<file path="config.mk">
export PLATFORM = sky130hd
export DESIGN_NAME = shift_chain_driver
export DESIGN_NICKNAME = d
export VERILOG_FILES = /design/src/rtl/shift_chain_pkg.sv /design/src/rtl/sr_tick_gen.sv /design/src/rtl/shift_chain_driver.sv
export SDC_FILE = /design/constraint.sdc
export NUM_CORES = 2
export LEC_CHECK = 0
export ABC_AREA = 1
export BUFFER_PORTS_ARGS = -buffer_cell sky130_fd_sc_hd__buf_2
export CORE_UTILIZATION = 55
export DETAILED_ROUTE_END_ITERATION = 6
export PLACE_DENSITY_LB_ADDON = 0.2
export SYNTH_ARGS = -nofsm -noshare
export SYNTH_HDL_FRONTEND = slang
export SYNTH_SLANG_ARGS = --single-unit
</file>
<file path="constraint.sdc">
create_clock -name clk -period 6.75 [get_ports clk]
set_clock_uncertainty 0.15 [all_clocks]
set_input_delay 1.0125 -clock clk [delete_from_list [all_inputs] [get_ports clk]]
set_output_delay 1.0125 -clock clk [all_outputs]
set_load 0.02 [all_outputs]
</file>
<file path="src/rtl/shift_chain_pkg.sv">
// Shared types and constants for the shift-register chain driver.
package shift_chain_pkg;

    typedef enum logic [2:0] {
        StIdle,
        StLoad,
        StShiftLo,
        StShiftHi,
        StLatch,
        StDone
    } state_e;

    localparam int unsigned DefNumBits    = 400;
    localparam int unsigned DefClkDiv     = 4;
    localparam int unsigned DefRefreshCyc = 1000000;

    // Counter width for values 0..n-1, never narrower than one bit.
    function automatic int unsigned cnt_width(input int unsigned n);
        return (n <= 1) ? 1 : $clog2(n);
    endfunction

endpackage

</file>
<file path="src/rtl/sr_tick_gen.sv">
// Half-period timer for the serial clock: counts CLK_DIV cycles and pulses
// tick on the last one. Holding restart parks the counter at zero so the next
// phase starts on a clean boundary.
module sr_tick_gen
    import shift_chain_pkg::*;
#(
    parameter int unsigned CLK_DIV = DefClkDiv
) (
    input  logic clk,
    input  logic rst_n,
    input  logic restart,
    output logic tick
);

    localparam int unsigned    CntW    = cnt_width(CLK_DIV + 1);
    localparam logic [CntW-1:0] LastCnt = CntW'(CLK_DIV - 1);

    logic [CntW-1:0] cnt_q, cnt_d;

    // Next count and end-of-phase tick.
    always_comb begin
        tick  = 1'b0;
        cnt_d = cnt_q;
        if (restart) begin
            cnt_d = '0;
        end else if (cnt_q == LastCnt) begin
            tick  = 1'b1;
            cnt_d = '0;
        end else begin
            cnt_d = cnt_q + 1'b1;
        end
    end

    // Phase counter register.
    always_ff @(posedge clk or negedge rst_n) begin
        if (!rst_n) begin
            cnt_q <= '0;
        end else begin
            cnt_q <= cnt_d;
        end
    end

endmodule

</file>
<file path="src/rtl/shift_chain_driver.sv">
// Serialises the register image into a 74HC595-style chain (SER/SRCLK/RCLK/OE_n).
// A frame is sent after reset, on any image change and on force_update; the image
// is snapshotted at LOAD so later changes only queue another frame.
// Optional feature: define SHIFT_REFRESH_EN to add a periodic forced refresh every
// REFRESH_CYC clocks.
module shift_chain_driver
    import shift_chain_pkg::*;
#(
    parameter int unsigned NUM_BITS = DefNumBits,
    parameter int unsigned CLK_DIV  = DefClkDiv
`ifdef SHIFT_REFRESH_EN
    ,
    parameter int unsigned REFRESH_CYC = DefRefreshCyc
`endif
) (
    input  logic                clk,
    input  logic                rst_n,
    input  logic [NUM_BITS-1:0] reg_bits,
    input  logic                force_update,
    output logic                sr_ser,
    output logic                sr_clk,
    output logic                sr_latch,
    output logic                sr_oe_n,
    output logic                busy,
    output logic                frame_done
);

    localparam int unsigned        BitCntW  = cnt_width(NUM_BITS);
    localparam logic [BitCntW-1:0] FirstBit = BitCntW'(NUM_BITS - 1);

    state_e               state_q, state_d;
    logic [NUM_BITS-1:0]  snap_q, snap_d;
    logic [NUM_BITS-1:0]  shadow_q, shadow_d;
    logic [BitCntW-1:0]   bit_cnt_q, bit_cnt_d;
    logic                 pending_q, pending_d;
    logic                 tick;
    logic                 tick_restart;
    logic                 refresh_req;

    logic ser_q, ser_d;
    logic clk_q, clk_d;
    logic latch_q, latch_d;
    logic oe_n_q, oe_n_d;
    logic busy_q, busy_d;
    logic done_q, done_d;

    // Timer only runs through the timed states; it restarts everywhere else.
    assign tick_restart = !(state_q == StShiftLo || state_q == StShiftHi ||
                            state_q == StLatch);

    sr_tick_gen #(
        .CLK_DIV (CLK_DIV)
    ) u_tick_gen (
        .clk     (clk),
        .rst_n   (rst_n),
        .restart (tick_restart),
        .tick    (tick)
    );

`ifdef SHIFT_REFRESH_EN
    localparam int unsigned     RefW    = cnt_width(REFRESH_CYC);
    localparam logic [RefW-1:0] RefLast = RefW'(REFRESH_CYC - 1);

    logic [RefW-1:0] ref_cnt_q;

    // Free-running scrub timer; wraps after REFRESH_CYC clocks.
    always_ff @(posedge clk or negedge rst_n) begin
        if (!rst_n) begin
            ref_cnt_q <= '0;
        end else if (ref_cnt_q == RefLast) begin
            ref_cnt_q <= '0;
        end else begin
            ref_cnt_q <= ref_cnt_q + 1'b1;
        end
    end

    assign refresh_req = (ref_cnt_q == RefLast);
`else
    assign refresh_req = 1'b0;
`endif

    // Frame request tracking. In LOAD the shadow catches up with the image, so only
    // a coincident explicit request may re-arm pending there.
    always_comb begin
        if (state_q == StLoad) begin
            pending_d = force_update | refresh_req;
        end else begin
            pending_d = pending_q | (reg_bits != shadow_q) | force_update | refresh_req;
        end
    end

    // Frame sequencer next state.
    always_comb begin
        state_d   = state_q;
        snap_d    = snap_q;
        shadow_d  = shadow_q;
        bit_cnt_d = bit_cnt_q;
        unique case (state_q)
            StIdle: begin
                if (pending_q) state_d = StLoad;
            end
            StLoad: begin
                snap_d    = reg_bits;
                shadow_d  = reg_bits;
                bit_cnt_d = FirstBit;
                state_d   = StShiftLo;
            end
            StShiftLo: begin
                if (tick) state_d = StShiftHi;
            end
            StShiftHi: begin
                if (tick) begin
                    if (bit_cnt_q == '0) begin
                        state_d = StLatch;
                    end else begin
                        bit_cnt_d = bit_cnt_q - 1'b1;
                        state_d   = StShiftLo;
                    end
                end
            end
            StLatch: begin
                if (tick) state_d = StDone;
            end
            StDone: begin
                state_d = StIdle;
            end
            default: begin
                state_d = StIdle;
            end
        endcase
    end

    // Outputs are registered from the next state so the chain pins never glitch.
    always_comb begin
        ser_d   = 1'b0;
        clk_d   = (state_d == StShiftHi);
        latch_d = (state_d == StLatch);
        busy_d  = (state_d != StIdle);
        done_d  = (state_d == StDone);
        oe_n_d  = oe_n_q & (state_d != StDone);
        if (state_d == StShiftLo || state_d == StShiftHi) begin
            ser_d = snap_d[bit_cnt_d];
        end
    end

    // State, datapath and output registers.
    always_ff @(posedge clk or negedge rst_n) begin
        if (!rst_n) begin
            state_q   <= StIdle;
            snap_q    <= '0;
            shadow_q  <= '0;
            bit_cnt_q <= '0;
            pending_q <= 1'b1;
            ser_q     <= 1'b0;
            clk_q     <= 1'b0;
            latch_q   <= 1'b0;
            oe_n_q    <= 1'b1;
            busy_q    <= 1'b0;
            done_q    <= 1'b0;
        end else begin
            state_q   <= state_d;
            snap_q    <= snap_d;
            shadow_q  <= shadow_d;
            bit_cnt_q <= bit_cnt_d;
            pending_q <= pending_d;
            ser_q     <= ser_d;
            clk_q     <= clk_d;
            latch_q   <= latch_d;
            oe_n_q    <= oe_n_d;
            busy_q    <= busy_d;
            done_q    <= done_d;
        end
    end

    assign sr_ser     = ser_q;
    assign sr_clk     = clk_q;
    assign sr_latch   = latch_q;
    assign sr_oe_n    = oe_n_q;
    assign busy       = busy_q;
    assign frame_done = done_q;

endmodule

</file>
; ---- Yosys cells after proc, flatten, opt, wreduce, memory -nomap -nowiden
; Index checks and enable logic that the tools add are counted.
[totals]
regBits = 822
input_bits = 403
elab_cells = 53
[classes]
addsub = 2
n_lt_le_gt_ge = 1
eq_ne = 11
mux = 18
n_bitwise = 3
reduce_logical = 6
[op_table]
columns = operator, count
row1 = 400-bit 2-to-1 mux, 1
row2 = 400-bit inequality test, 1
row3 = 3-bit 2-to-1 mux, 7
row4 = 9-bit 2-to-1 mux, 2
row5 = 9-bit case mux with 2 select lines, 1
row6 = 3-bit by 2-bit equality test with 1-bit output (second input constant), 5
row7 = 3-bit case mux with 5 select lines, 1
row8 = 9-bit by 10-bit < comparator with 1-bit output (second input constant), 1
row9 = 1-bit binary-select mux with 9-bit select, 1
row10 = 3-bit equality test (second input constant), 3
row11 = 9-bit logical NOT, 1
row12 = 9-bit by 1-bit subtractor with 9-bit output (second input constant), 1
row13 = 1-bit 2-to-1 mux, 5
row14 = 3-bit by 1-bit adder with 3-bit output (second input constant), 1
row15 = 3-bit by 1-bit equality test with 1-bit output (second input constant), 1
row16 = 3-bit logical NOT, 1
row17 = 1-bit logical OR, 3
row18 = 3-bit inequality test (second input constant), 1
row19 = 3-bit nonzero test, 1
row20 = 1-bit OR, 2
row21 = 1-bit AND, 1

; ---- Depth between registers and ports, before layout
[logic_depth]
word_depth = 9
ltp_mapped = 27
ltp_nobuf = 25

; ---- By module
; Synthesis repeated with hierarchy kept, for this count alone.
[hier_totals]
cells_unflattened = 4751
hier_area_um2 = 38170.4
[by_module_without_submodules]
columns = mod, instances, cells_per_inst, area_per_inst_um2, seq_area_each_um2
row1 = shift_chain_driver, 1, 4736, 38040.2, 20497.2
row2 = sr_tick_gen, 1, 15, 130.1, 75.1

; ---- Worst setup path after synthesis
; Ideal clock, no wire load.
[synth_path]
path_type = reg2reg
startpoint = register bit_cnt_q[0]
endpoint = register ser_q (netlist: sr_ser)
t_arrival_ns = 2.394
required_ns = 6.481
setup_slack_ns = 4.087
path_stages_with_launch = 23
path_buffers = 3
period_less_slack_ns = 2.663
path_cell_list = dfrtp_1 inv_1 ha_1 inv_1 nor2_1 nand2_1 nor2_2 nor2_4 nand2_2 nand3_1 nand2_1 buf_2 buf_6 buf_4 nand3_1 nand3_1 nand3_1 nand3_1 nand3_1 nand2_1 nand3_1 a21oi_1 nor2_1
[synth_via]
elab_chain_cells = 7
[synth_rtl]
columns = item, line
row1 = start: declaration, shift_chain_driver.sv:34  ; logic [BitCntW-1:0] bit_cnt_q, bit_cnt_d;
row2 = start signal: assignment, shift_chain_driver.sv:164  ; bit_cnt_q <= bit_cnt_d;
row3 = 9-bit by 1-bit subtractor with 9-bit output or 9-bit logical NOT (tied branches), "shift_chain_driver.sv:116, shift_chain_driver.sv:113"
row4 = 9-bit 2-to-1 mux or 3-bit 2-to-1 mux (tied branches), shift_chain_driver.sv:113  ; if (bit_cnt_q == '0) begin
row5 = 9-bit 2-to-1 mux or 3-bit 2-to-1 mux (tied branches), shift_chain_driver.sv:112  ; if (tick) begin
row6 = 9-bit case mux with 2 select lines or 3-bit case mux with 5 select lines (tied branches), shift_chain_driver.sv:98  ; unique case (state_q)
row7 = 1-bit binary-select mux with 9-bit select or 3-bit by 2-bit equality test with 1-bit output (tied branches), "shift_chain_driver.sv:142, shift_chain_driver.sv:141"
row8 = 1-bit 2-to-1 mux (implied by the code) or 1-bit logical OR (tied branches), "shift_chain_driver.sv:142, shift_chain_driver.sv:141"
row9 = 1-bit 2-to-1 mux (*), shift_chain_driver.sv:141  ; if (state_d == StShiftLo || state_d == StShiftHi) begin
row10 = net ser_d, shift_chain_driver.sv:40  ; logic ser_q, ser_d;
row11 = end signal: assignment, shift_chain_driver.sv:166  ; ser_q <= ser_d;
row12 = end: declaration, shift_chain_driver.sv:40
; The timed path passes the listed nets; every way through them passes the cells marked *. The select of a mux whose other input is x is not followed.
; A chain may end at the register's enable or synchronous reset.

; ---- Worst setup path after layout
; Same ends and word-level chain as after synthesis.

==> run_results.csv <==
group,metric,value,unit
pwr,swShare,41.81,%
clock_network,root_buffer,"clkbuf_16",
timing,final_max_slew_viol_count,0,
layout,final_cell_mix,"nand2_1 (2120), dfrtp_1 (820), buf_2 (409), nand3_1 (385), o21ai_0 (317)",
layout,area_growth,14.63,%
critical_path,timing.rr.end,"sr_ser",
timing,rsz0062_at_grt,"false",
synthesis,synthesis.nets,5159,
synthesis,synth_seq_cells,822,
placed_design,gp_congestion,1.088,
pwr,p_switching,7.748,mW
synthesis,syn_avg_cell_area,8.034,sq um
timing,clock.fmax,210.7,MHz
timing,slew_headroom,12.63,%
clock_network,clockBufferDepth,3,
synthesis,syn_area,38190,sq um
timing,setup_viol,0,
synthesis,synth-seq-area-share,53.87,%
global_route,grt_pass1_wl,228800,microns
clock_network,holdBufCountCts,0,
outcome,status,"complete, no violations",
critical_path,crit_start,"bit_cnt_q[0]",
job,maxCapViolCount,0,
worst_hold_path,min_path_type,"reg2reg",
timing,hold_viol,0,
synthesis,async_flop_share,100.0,%
layout,final_cells,6082,
pwr,p_clk_share,26.1,%
global_route,track_usage,45.83,%
drt,drt_iter0_markers,5349,
critical_path,startpoint_type,"flop",
pwr,p_leak,22.96,nW
timing,timing.setup.tns,0,ps
clock_network,numCtsBuffers,85,
pwr,vdd_drop_max,0.2500,mV
floorplan,rows,96,
drt,via_per_inst,5.991,
worst_hold_path,min_to,"sr_oe_n",
clock_network,clock-sinks,822,
global_route,antenna_found_initial,27,
timing,hold_ws,289.8,ps
worst_hold_path,holdPathStages,2,
clock_network,htreeDepth,3,
pwr,internal-power,10.78,mW
synthesis,syn_inst,4753,
global_route,grt_pass1_vias,33499,
timing,post-route-period-util,70.32,%
clock_network,path_clk_slew,60,ps
drt,drc,0,
drt,drtPass1Iterations,6,
floorplan,start_util,55.68,%
placed_design,pre_cts_ws,2211,ps
worst_hold_path,min-delay-start,"sr_oe_n",
pwr,seqPwrFrac,35.5,%
floorplan,die_area,70490,sq um
clock_network,clk_latency,640,ps
pwr,power_density,423.3,nW/um^2
drt,totalWireLength,162100,microns
timing,max_slew.worst_pin.slew,1301,ps
synthesis,synth_edf_count,0,
layout,layout-drive-gt1-share,12.24,%
layout,finalInstanceArea,43770,sq um
floorplan,die_x,265.5,microns
floorplan,num_io_pins,409,
layout,layout.nets,5476,
timing,setup_ws,2004,ps
critical_path,cp.required,7180,ps
layout,final_common_cell,"nand2_1",
critical_path,arrival,5180,ps
critical_path,crit_type,"reg2reg",
drt,ant_nets,0,
drt,vias,36438,
clock_network,cts_tree,"yes",
floorplan,die_h,265.5,microns
global_route,grt_max_degree,201,
critical_path,end_kind,"flop",
floorplan,coreArea,68590,sq um
critical_path,reg2reg_from,"bit_cnt_q[0]",
pwr,power_frac_comb,38.4,%
critical_path,cp_max_fo,67,
synthesis,synth_flop_cell,"dfrtp_1",
global_route,grt-ovfl-total,0,
placed_design,place_area,40910,sq um
timing,period_minus_slack,4746,ps
synthesis,synthDistinctLibCells,45,
drt,wl_per_cell,26.65,microns
critical_path,r2r_slack,2000,ps
synthesis,ys.warnings.count,0,
clock_network,cts_setup_buffers,0,
placed_design,numPortBuffers,408,
placed_design,dp_hpwl,123100,microns
critical_path,r2r_cells,23,
clock_network,cts_resized,0,
placed_design,dp.cells,5914,
synthesized netlist by cell type, types with 3 or more instances:
cell type / count / area share [%]
nand2_1: 2121 / 21
dfrtp_1: 820 / 54
nand3_1: 385 / 5.0
o21ai_0: 317 / 4.2
inv_1: 315 / 3.1
buf_2: 120 / 1.6
nor2_1: 101 / 0.99
nand4_1: 86 / 1.4
clkbuf_1: 82 / 0.81
xnor2_1: 61 / 1.4
xor2_1: 55 / 1.3
o22ai_1: 47 / 0.77
nor4_1: 42 / 0.69
o2111ai_1: 42 / 0.96
nor3_1: 16 / 0.21
a2111oi_0: 14 / 0.32
a2111o_1: 12 / 0.35
buf_4: 12 / 0.24
a211o_1: 11 / 0.25
or2_2: 11 / 0.18
a21oi_1: 10 / 0.13
a221oi_1: 9 / 0.21
a22o_1: 9 / 0.21
a211oi_1: 7 / 0.14
buf_1: 7 / 0.069
inv_2: 7 / 0.069
and3_1: 4 / 0.066
ha_1: 3 / 0.098
nand3_2: 3 / 0.079
or4_1: 3 / 0.059
final cells by class:
type	count	area, sq um
antenna	12	30.03
sequential	822	20570
tap	931	1165
fill	5954	24810
multi-input combinational	3386	15390
inverter	322	1221
timing repair buffer	453	2560
clock buffer	122	2530
clock inverter	34	305.3
critical path, stage by stage, from the launching register on:
cell and delay [ps]:
dfrtp_1 390, inv_1 120, ha_1 210, inv_1 50, nor2_1 30, nand2_1 70
nor2_2 50, nor2_4 170, nand3_2 250, nand3_4 320, buf_4 710, buf_4 730
nand2_1 130, nand3_1 130, nand3_1 70, nand3_1 120, nand3_1 170, nand3_1 190
nand2_1 70, nand3_1 100, nand2_1 110, nand2_1 70, nand2_1 60, nor2_1 100
how the worst max path moves through the flow:
| stage | to | slack [ps] | depth (start not counted) |
|---|---|---|---|
| 3_5_place_dp | sr_ser | 2210 | 23 |
| 2_1_floorplan | sr_ser | 4090 | 22 |
| 3_3_place_gp | sr_ser | 2300 | 23 |
| 5_1_grt | sr_ser | 1730 | 23 |
| 6_report | sr_ser | 2000 | 23 |
| 4_1_cts | sr_ser | 2170 | 23 |
per-stage QoR:
| stage | util [%] | power [mW] |
|---|---|---|
| 6_report | 63.82 | 18.53 |
| 4_1_cts | 63.78 | 18.22 |
| 2_1_floorplan | - | 10.59 |
| 5_1_grt | 63.80 | 19.19 |
| 3_5_place_dp | 59.65 | 13.42 |
| 3_3_place_gp | 59.63 | 13.32 |
routing by layer:
metal  GRT usage, %  vias up  routed length (microns)
li1               -    16013                        -
met1          59.93    17595                    60670
met2          65.42     2347                    68120
met3          12.43      461                    19430
met4          33.95       22                    13740
met5              0        -                      141
flip-flops by register name (all words and copies together) (netlist names):
signal	flops
busy	1
u_tick_gen.cnt_q	3
sr_latch	1
shadow_q	400
bit_cnt_q	9
pending_q	1
state_q	3
sr_clk	1
sr_oe_n	1
frame_done	1
snap_q	400
sr_ser	1
power groups by stage:
stage / Sequential (mW) / Combinational [mW] / Clock, mW
3_5_place_dp: 6.63 / 6.79 / 0
4_1_cts: 6.55 / 6.83 / 4.84
2_1_floorplan: 6.53 / 4.06 / 0
5_1_grt: 6.67 / 7.48 / 5.03
6_report: 6.57 / 7.12 / 4.84
3_3_place_gp: 6.59 / 6.73 / 0
cell families after synthesis:
group / share of synthesized area [%]
fa+ha+maj: 0.09831
xor+xnor: 2.661
flops: 53.87
buf+inv: 5.908
simple gates: 29.83
compound gates: 7.628
No activity file was read; power rests on OpenSTA's default activity.
